## src/rtl/regfile.sv

```systemverilog
// rtl/regfile.sv - 31x32 integer register file with power-up clear sequence and write bypass
//
// Purpose: x1..x31 storage for the pipeline. After reset the block walks x1..x31
// loading CLR_VAL, one register per cycle, before it accepts writes.
//
// Ports:
//   clk_i         sole clock, rising edge
//   rst_i         synchronous active-high reset
//   rf_wr_en_i    writeback write enable
//   rf_wr_reg_i   writeback register index
//   rf_wr_data_i  writeback data
//   rs1_i/rs2_i   read port indices
//   rs1_data_o    read port 1 data (combinational)
//   rs2_data_o    read port 2 data (combinational)
//   ready_o       high once the clear sequence has finished
//   clr_idx_o     current clear index, 0 once running
module regfile #(
    parameter bit          BYPASS_EN = 1'b1,
    parameter logic [31:0] CLR_VAL   = 32'h0
) (
    input  logic        clk_i,
    input  logic        rst_i,
    input  logic        rf_wr_en_i,
    input  logic [4:0]  rf_wr_reg_i,
    input  logic [31:0] rf_wr_data_i,
    input  logic [4:0]  rs1_i,
    input  logic [4:0]  rs2_i,
    output logic [31:0] rs1_data_o,
    output logic [31:0] rs2_data_o,
    output logic        ready_o,
    output logic [4:0]  clr_idx_o
);

    typedef enum logic {
        ST_CLEAR = 1'b0,
        ST_RUN   = 1'b1
    } state_t;

    state_t      state;
    state_t      state_nxt;
    logic [4:0]  clr_idx;
    logic [4:0]  clr_idx_nxt;
    logic        run;
    logic        wr_fire;

    // x0 has no storage; its reads are forced to zero on the read path.
    logic [31:0] regs [1:31];

    // State register
    always_ff @(posedge clk_i) begin
        if (rst_i) begin
            state   <= ST_CLEAR;
            clr_idx <= 5'd1;
        end else begin
            state   <= state_nxt;
            clr_idx <= clr_idx_nxt;
        end
    end

    // Next-state logic
    always_comb begin
        state_nxt   = state;
        clr_idx_nxt = clr_idx;
        case (state)
            ST_CLEAR: begin
                if (clr_idx == 5'd31) begin
                    state_nxt   = ST_RUN;
                    clr_idx_nxt = 5'd0;
                end else begin
                    clr_idx_nxt = clr_idx + 5'd1;
                end
            end
            ST_RUN: begin
                clr_idx_nxt = 5'd0;
            end
        endcase
    end

    // Output logic. rst_i is folded in combinationally so the outputs already
    // show the reset values during the cycle reset is asserted, and a write
    // presented alongside reset can neither commit nor be bypassed.
    always_comb begin
        run       = (state == ST_RUN) && !rst_i;
        ready_o   = run;
        clr_idx_o = rst_i ? 5'd1 : clr_idx;
        wr_fire   = run && rf_wr_en_i && (rf_wr_reg_i != 5'd0);
    end

    // Storage: the clear sequence owns the write port until RUN.
    always_ff @(posedge clk_i) begin
        if (!rst_i) begin
            if (state == ST_CLEAR) begin
                regs[clr_idx] <= CLR_VAL;
            end else if (wr_fire) begin
                regs[rf_wr_reg_i] <= rf_wr_data_i;
            end
        end
    end

    // Read port 1
    always_comb begin
        rs1_data_o = 32'h0;
        if (run && (rs1_i != 5'd0)) begin
            if (BYPASS_EN && wr_fire && (rf_wr_reg_i == rs1_i)) begin
                rs1_data_o = rf_wr_data_i;
            end else begin
                rs1_data_o = regs[rs1_i];
            end
        end
    end

    // Read port 2
    always_comb begin
        rs2_data_o = 32'h0;
        if (run && (rs2_i != 5'd0)) begin
            if (BYPASS_EN && wr_fire && (rf_wr_reg_i == rs2_i)) begin
                rs2_data_o = rf_wr_data_i;
            end else begin
                rs2_data_o = regs[rs2_i];
            end
        end
    end

endmodule

```

## config.mk

```make
export PLATFORM = sky130hd
export DESIGN_NAME = regfile
export DESIGN_NICKNAME = d
export VERILOG_FILES = /design/src/rtl/regfile.sv
export SDC_FILE = /design/constraint.sdc
export NUM_CORES = 1
export LEC_CHECK = 0
export CAP_MARGIN = 10
export CORE_MARGIN = 5
export CORE_UTILIZATION = 35
export CTS_BUF_LIST = sky130_fd_sc_hd__clkbuf_16
export DETAILED_ROUTE_END_ITERATION = 7
export HOLD_SLACK_MARGIN = 0.06
export PLACE_DENSITY = 0.47
export SLEW_MARGIN = 0
export SYNTH_ARGS = -nofsm -noshare
export SYNTH_HDL_FRONTEND = slang
export SYNTH_SLANG_ARGS = --single-unit
export TNS_END_PERCENT = 30
```

## constraint.sdc

```tcl
create_clock -name clk_i -period 9.9 [get_ports clk_i]
set_input_delay 2.97 -clock clk_i [delete_from_list [all_inputs] [get_ports clk_i]]
set_output_delay 2.97 -clock clk_i [all_outputs]
set_load 0.02 [all_outputs]
```

**After elaboration in Yosys (flattened, before gate mapping)**

Memories as Yosys holds them, arrays and structs flattened.
Cells that the tools add are included.

- Flip-flop bits (word level): 6
- RAM bits: 992
- Input port bits: 50
- Output and inout bits: 70
- Word-level logic and storage cells: 39
- Memories kept: 1

- $add $sub $neg: 1
- Equality and inequality tests: 3
- Mux-type cells: 19
- Bitwise gates (word level): 1
- Reduce and logical (&&, ||, !) cells: 12

Memories:

| memory | depth | width | rd ports | clocked after memory_dff | write ports | RTL line | source |
|---|---|---|---|---|---|---|---|
| regs | 31 | 32 | 2 | 0 | 1 | 47 | `logic [31:0] regs [1:31];` |

Operator list:

| operator | count |
|---|---|
| $mux 32 | 5 |
| $reduce_or 32->1 | 1 |
| $mux 5 | 3 |
| $reduce_bool 5->1 | 3 |
| $eq 5x5->1 | 2 |
| $mux 1 | 10 |
| $pmux 5 s2 | 1 |
| $logic_and 1x1->1 | 7 |
| $add 5x1->5 const B | 1 |
| $eq 5x5->1 const B | 1 |
| $logic_not 1->1 | 1 |
| $not 1->1 | 1 |

**Longest topological paths before layout**

Gate-level depths: netlist of run 1.

- Depth in word-level cells: 10
- Mapped depth: 9
- Mapped depth without buffers: 5

**Least setup slack after synthesis of run 1**

OpenSTA, ideal clock, no wires.

- Kind: input-to-output
- Start point: input rs2_i[0]
- End point: output rs2_data_o[10]
- Arrival: 4683 ps
- Slack: 2247 ps
- Stages: 7
- Cell sequence: buf_2 -> buf_2 -> buf_1 -> mux2_2 -> a22oi_1 -> nand4_1 -> a32o_1

- Word-level cells in the longest chain between the ends: 4
- Elaborated cells on any way between the ends: 7
- Those cells by class: 1 x eq/ne; 2 x mux; 3 x reduce/logical; 1 x memory

Ends and longest elaborated chain:

| element | RTL line | source |
|---|---|---|
| start, declared | 27 | `input logic [4:0] rs2_i,` |
| parallel branches: the longest is 3 deep, another holds $mem_v2 31x32 | -- |  |
| $mux 32 * | 115 | `if (run && (rs2_i != 5'd0)) begin` |
| end, declared | 29 | `output logic [31:0] rs2_data_o,` |

Every way passes the cells marked *.

**Worst setup path after layout of run 1**

- Start point: input rf_wr_reg_i[0]
- End point: output rs1_data_o[21]

- Word-level cells in the longest chain between the ends: 5
- Elaborated cells on any way between the ends: 6
- Those cells by class: 1 x eq/ne; 2 x mux; 3 x reduce/logical

Ends and longest elaborated chain:

| element | RTL line | source |
|---|---|---|
| start, declared | 24 | `input logic [4:0] rf_wr_reg_i,` |
| $reduce_bool 5->1 | 86 | `wr_fire = run && rf_wr_en_i && (rf_wr_reg_i != 5'd0);` |
| $logic_and 1x1->1 | 86 |  |
| $logic_and 1x1->1 * | 104 | `if (BYPASS_EN && wr_fire && (rf_wr_reg_i == rs1_i)) begin` |
| $mux 32 * | 104 |  |
| $mux 32 * | 103 | `if (run && (rs1_i != 5'd0)) begin` |
| end, declared | 28 | `output logic [31:0] rs1_data_o,` |

Mark *: on every way between the ends. The rest lies on a longest branch, timed or not.

==> impl_metrics.toml, run 1 <==
[global_route]
gr-usage-all-layers_pct = 24.4
grt_start_max_net_pins = 55
grt-ovfl-total = 0
grt_pass1_vias = 30228
grt_pass1_wl_um = 245000
antenna_found_initial = 8

[layout]
syn_to_final_growth_pct = 15.6
mostFrequentLayoutCell = "edfxtp_1"
fillers = 12032
fin_util_pct = 40.6
final_area_sq_mm = 0.0548
final_cell_mix = "992 x edfxtp_1, 339 x mux4_2, 248 x mux2i_1"
fin_nets = 2933
drive_above_1_share_pct = 26.0
multi_input_area_sq_mm = 0.0166
stdcell_count = 4756
seq_area_sq_mm = 0.0299

[timing]
tns_ns = 0
skew_ns = 0.0243
setup_viol = 0
relSlewSlack_pct = 14.2
period_minus_slack_ns = 9.78
worst_slack_ns = 0.123
maxClockFrequency_mhz = 102
rsz0062_at_grt = "no"
worst_pin_slew_ns = 1.28
finalMaxSlewViolations = 0
finalCritPeriodShare_pct = 98.8
final_hold_viol_count = 0

[worst_setup_path]
cp.arrival_ns = 6.81
cp_common_cell = "clkdlybuf4s50_1"
rr_worst_depth = 7
cpPeakStageDelay_ns = 1.00
path_cells = "clkdlybuf4s50_1 > or4_4 > o21ai_2 > o41ai_4 > buf_4 > a211oi_1 > a22o_1 > clkdlybuf4s50_1"
r2r_slack_ns = 5.36
worst_r2r_endpoint = "regs[16][8]$_DFFE_PP_"
cp-start-kind = "input port"
reg2reg_from = "state$_SDFF_PP0_"
cp-endpoint = "rs1_data_o[21]"
worstPathRequired_ns = 6.93
endpoint_kind = "output port"
crit_type = "input port to output port"
crit_path_start = "rf_wr_reg_i[0]"
crit_slowest_cell = "a211oi_1"
path_max_fanout = 32

[floorplanning]
dieArea_sq_mm = 0.143
fp.dieW_um = 378
initial_utilization_pct = 35.1
coreArea_sq_mm = 0.135
die_y_um = 378
io_pins = 120
fp-row-count = 135

[yosys]
syn_nets = 2802
synth_area_leaders = "edfxtp_1 63%, mux4_2 16%, mux2i_1 5.2%"
syn_area_per_cell_sq_um = 17.2
synthArstFlopShare_pct = 0
netlist.area_leader.share_pct = 62.9
syn_inst = 2750
ys_types = 55
synth_ff_type = "edfxtp_1"
yosysSeqAreaShare_pct = 63.1
synth_area_sq_mm = 0.0474
synth_area_leader_cell = "edfxtp_1"
synth_edf_count = 992
yosys_warnings = 0
synth-seq-cells = 998

[placement]
dpl.hpwl_um = 109000
dpl_cell_area_sq_mm = 0.0512
dp_slack_ns = 0.0860
io_buffers = 119
routabilityCongestion = 0.839
post-place-cells = 4548

[clock_tree]
cts_setup_buffers = 0
cts-htree-levels = 3
clk_latency_ns = 0.73
cts_tree = "yes"
clk_pin_slew_ns = 0.06
ctsHoldBuffers = 0
cts_sinks = 998
cts_resized = 0
clock_path_buffers = 3
cts_buffers = 110
clockRootBuffer = "clkbuf_16"

[route]
detail_route.wl_per_cell_um = 37.0
ant_nets = 0
first_iter_violations = 3313
vias = 29695
routed_wl_um = 176000
dr.pass1.iters = 5
vias_per_cell = 6.24
route.detailed.drc = 0

[power]
cellPowerDensity_mw_per_mm2 = 172
p_leak_nw = 16.0
peakVddDrop_uv = 130

[min_path]
min_from = "state$_SDFF_PP0_"
hp-class = "flip-flop to flip-flop"

[outcome]
outcome = "completed"

[run]
cap_violations = 0
-- worst max-delay path: cells and delay by family --
family	cells	cell delay, ns
compound gates	4	1.59
buf+inv	3	1.55
simple gates	1	0.64
-- flip-flops by register name, summed over array words and instances (netlist names) --
signal   count
clr_idx      5
regs       992
state        1
-- per-stage QoR --
step	total power, W	hold WS (ns)
floorplan	0.00512	0.587
global placement	0.00542	0.579
detailed placement	0.00542	0.592
CTS	0.00948	0.607
global route	0.00969	0.692
finish	0.00941	0.618
-- kinds of logic after synthesis --
kind of cell | after synthesis | synth area share (%)
and+or+nand+nor | 346 | 3.49
buffers and inverters | 241 | 2.50
adders and majority gates | 2 | 0.0528
AOI/OAI and AO/OA | 491 | 7.54
xor gates and xnor gates | 12 | 0.222
muxes | 660 | 23.1
DFF | 998 | 63.1
-- cells in the mapped netlist (2+ instances only) --
library cell and n:
edfxtp_1 992, mux4_2 339, mux2i_1 248, a211oi_1 106
nor2_1 106, buf_2 103, clkbuf_1 97, nand2_1 88
a22oi_1 82, mux2_2 73, a21oi_1 53, o22ai_1 53
o21ai_0 46, nand3_1 43, and2_1 36, a32o_1 33
a22o_1 32, o221ai_1 28, buf_4 21, nand4_1 21
o21bai_1 21, o211ai_1 14, nor3_1 13, a221oi_1 11
nand4b_1 11, nor2b_1 10, xnor2_1 10, buf_1 9
buf_6 8, dfxtp_1 6, a221o_1 4, nand3b_1 3
and2_2 2, and3_1 2, ha_1 2, nand2b_1 2
or2_2 2, or3b_2 2, xor2_1 2
-- how the worst min path moves through the flow --
stage               depth (start not counted)                     to
global route                                2       state$_SDFF_PP0_
finish                                      2       state$_SDFF_PP0_
CTS                                         2       state$_SDFF_PP0_
floorplan                                   2  clr_idx[3]$_SDFF_PP0_
detailed placement                          2       state$_SDFF_PP0_
global placement                            2       state$_SDFF_PP0_
-- report_power, final --
part	total (W)	switching [W]	internal, W
registers	0.00464	0.0000190	0.00462
clock network	0.00407	0.00173	0.00234
logic	0.000702	0.000450	0.000252
-- cell type report --
cell class	instances	share of cell area (%)
Clock buffer	111	5.07
Sequential cell	998	54.6
Clock inverter	92	1.40
Multi-Input combinational cell	1511	30.3
Inverter	1	0.00685
Tap cell	1781	4.07
Timing Repair Buffer	259	4.53
Antenna cell	3	0.0137
-- metal layers --
metal | global-route usage [%] | vias up | wire (um)
met3 | 5.96 | 282 | 15300
met5 | 0 | - | 41
met4 | 7.39 | 6 | 5800
met1 | 33.8 | 16094 | 73200
met2 | 38.4 | 1435 | 81800
li1 | - | 11878 | -
No activity file was read; power rests on OpenSTA's default activity.
==> run 2, diff against run 1 <==
CORE_UTILIZATION = 60   (was 35)
MAX_ROUTING_LAYER = met4   (was not set)
PLACE_DENSITY = 0.75   (was 0.47)
==> run 2 against run 1 <==
Fmax increased by 4.3%. Design area decreased by 2.5%. Utilization increased by 27 points. Register-to-register slack improved by 0.40 ns. Wire length decreased by 15%. First-iteration DRC count increased by 36%. Clock skew decreased by 0.0030 ns. Highest routed layer is now met4.
==> impl_metrics.toml, run 2 (same netlist as run 1, synthesis figures left out) <==
[layout]
max_flop_register = "regs"
largest_register_ffs = 992
fin_nets = 2902
stdcell_count = 3983
syn_to_final_growth_pct = 12.7
final_cell_mix = "992 x edfxtp_1, 339 x mux4_2, 248 x mux2i_1"
final_area_sq_mm = 0.0534
mostFrequentLayoutCell = "edfxtp_1"
drive_above_1_share_pct = 25.2
fillers = 5068
reg_top3 = "regs x992, clr_idx x5, state x1"

[worst_setup_path]
cp.arrival_ns = 6.40
cp-start-kind = "input port"
cp.depth = 8
crit_family = "buffers and inverters"
crit_buf_inv = 3
endpoint_kind = "output port"
r2r_slack_ns = 5.76
crit_type = "input port to output port"
worstPathRequired_ns = 6.93
rr_worst_depth = 7
path_max_fanout = 32
crit_slowest_cell = "clkdlybuf4s50_1"
path_cells = "clkdlybuf4s50_1 > xnor2_1 > nand2_1 > o41ai_4 > buf_4 > a211oi_1 > a22o_2 > clkdlybuf4s50_1"
cp_common_cell = "clkdlybuf4s50_1"
cpPeakStageDelay_ns = 0.74

[clock_tree]
cts_tree = "yes"
cts-htree-levels = 3
cts_buffers = 100
clock_path_buffers = 3
clk_pin_slew_ns = 0.05
cts_sinks = 998
clockRootBuffer = "clkbuf_16"
ctsHoldBuffers = 0
cts_resized = 0
cts_setup_buffers = 0
clk_latency_ns = 0.67

[run]
cap_violations = 0

[floorplanning]
die_y_um = 291
coreArea_sq_mm = 0.0786
initial_utilization_pct = 60.3
dieArea_sq_mm = 0.0847
fp-row-count = 103
io_pins = 120
fp.dieW_um = 291

[route]
routed_wl_um = 150000
ant_nets = 0
detail_route.wl_per_cell_um = 37.7
first_iter_violations = 4502
vias = 30751
route.detailed.drc = 0
vias_per_cell = 7.72
dr.pass1.iters = 8

[placement]
post-place-cells = 3798
dpl.hpwl_um = 88200
routabilityCongestion = 0.913
dpl_cell_area_sq_mm = 0.0502
io_buffers = 119

[power]
cellPowerDensity_mw_per_mm2 = 170
internal_power_w = 0.00704
peakVddDrop_uv = 172
pwr-share-clk_pct = 41.5
p_seq_share_pct = 51.1
combPwrFrac_pct = 7.4
p_leak_nw = 15.8
p_sw_w = 0.00204
p_sw_share_pct = 22.5

[timing]
relSlewSlack_pct = 14.3
finalMaxSlewViolations = 0
finalCritPeriodShare_pct = 94.7
period_minus_slack_ns = 9.37
setup_viol = 0
skew_ns = 0.0213
whs_ns = 0.610
worst_pin_slew_ns = 1.28
tns_ns = 0
maxClockFrequency_mhz = 107
final_hold_viol_count = 0
rsz0062_at_grt = "no"

[global_route]
antenna_found_initial = 6
gr-usage-all-layers_pct = 36.0
grt_pass1_vias = 30878
grt_pass1_wl_um = 215000
grt-ovfl-total = 0
grt_start_max_net_pins = 69

[min_path]
hp-class = "flip-flop to flip-flop"
whs_path_depth = 2

[outcome]
outcome = "completed"
-- run 2: changes by cell type in the layout (fill, tap and decap cells not counted), sizes merged --
cell,delta
clkinv,-8
inv,-4
diode,+2
clkbuf,-9
buf,-21
clkinvlp,-2
-- run 2: final cells by class --
cell class / instances / area [sq um] / area share, %
sequential: 998 / 29900 / 56.0
clock buffer: 102 / 2550 / 4.78
antenna: 5 / 12.5 / 0.0234
clock inverter: 78 / 674 / 1.26
timing repair buffer: 238 / 2350 / 4.39
tap: 1050 / 1310 / 2.46
multi-input combinational: 1511 / 16600 / 31.1
inverter: 1 / 3.75 / 0.00703
-- run 2: final timing paths --
path | endpoint | from
hold reg to reg | state$_SDFF_PP0_ | state$_SDFF_PP0_
hold / removal | state$_SDFF_PP0_ | state$_SDFF_PP0_
setup / recovery | rs1_data_o[31] | rf_wr_reg_i[4]
setup reg to reg | regs[16][5]$_DFFE_PP_ | state$_SDFF_PP0_
-- run 2: worst register-to-register path, cell delays in order, from the launching register on --
cell and delay [ns]:
dfxtp_1 0.47, and3b_1 0.48, o21a_4 0.20, buf_4 0.50, o21ai_0 0.39, nand2b_1 0.47
nor2_4 0.68, buf_4 0.57
-- run 2: power groups by stage --
| stage | combinational, W | sequential, W | clock [W] |
|---|---|---|---|
| CTS | 0.000656 | 0.00464 | 0.00379 |
| detailed placement | 0.000653 | 0.00473 | 0 |
| floorplan | 0.000403 | 0.00472 | 0 |
| finish | 0.000671 | 0.00464 | 0.00377 |
| global placement | 0.000646 | 0.00472 | 0 |
| global route | 0.000689 | 0.00464 | 0.00397 |
-- run 2: routing by layer --
metal	vias up	track usage [%]	wire (um)
met5	-	-	0
met4	0	19.2	10400
met3	594	8.97	19800
met2	2655	52.9	68500
met1	15707	47.1	51600
li1	11795	-	-
-- run 2: through the flow --
| stage | worst slack (ns) | utilization, % | power, W |
|---|---|---|---|
| 6_report | 0.527 | 67.9 | 0.00908 |
| 4_1_cts | 0.663 | 67.9 | 0.00908 |
| 2_1_floorplan | 2.25 | - | 0.00512 |
| 3_5_place_dp | 0.672 | 63.8 | 0.00538 |
| 5_1_grt | 0.489 | 67.9 | 0.00930 |
| 3_3_place_gp | 0.716 | 63.8 | 0.00537 |
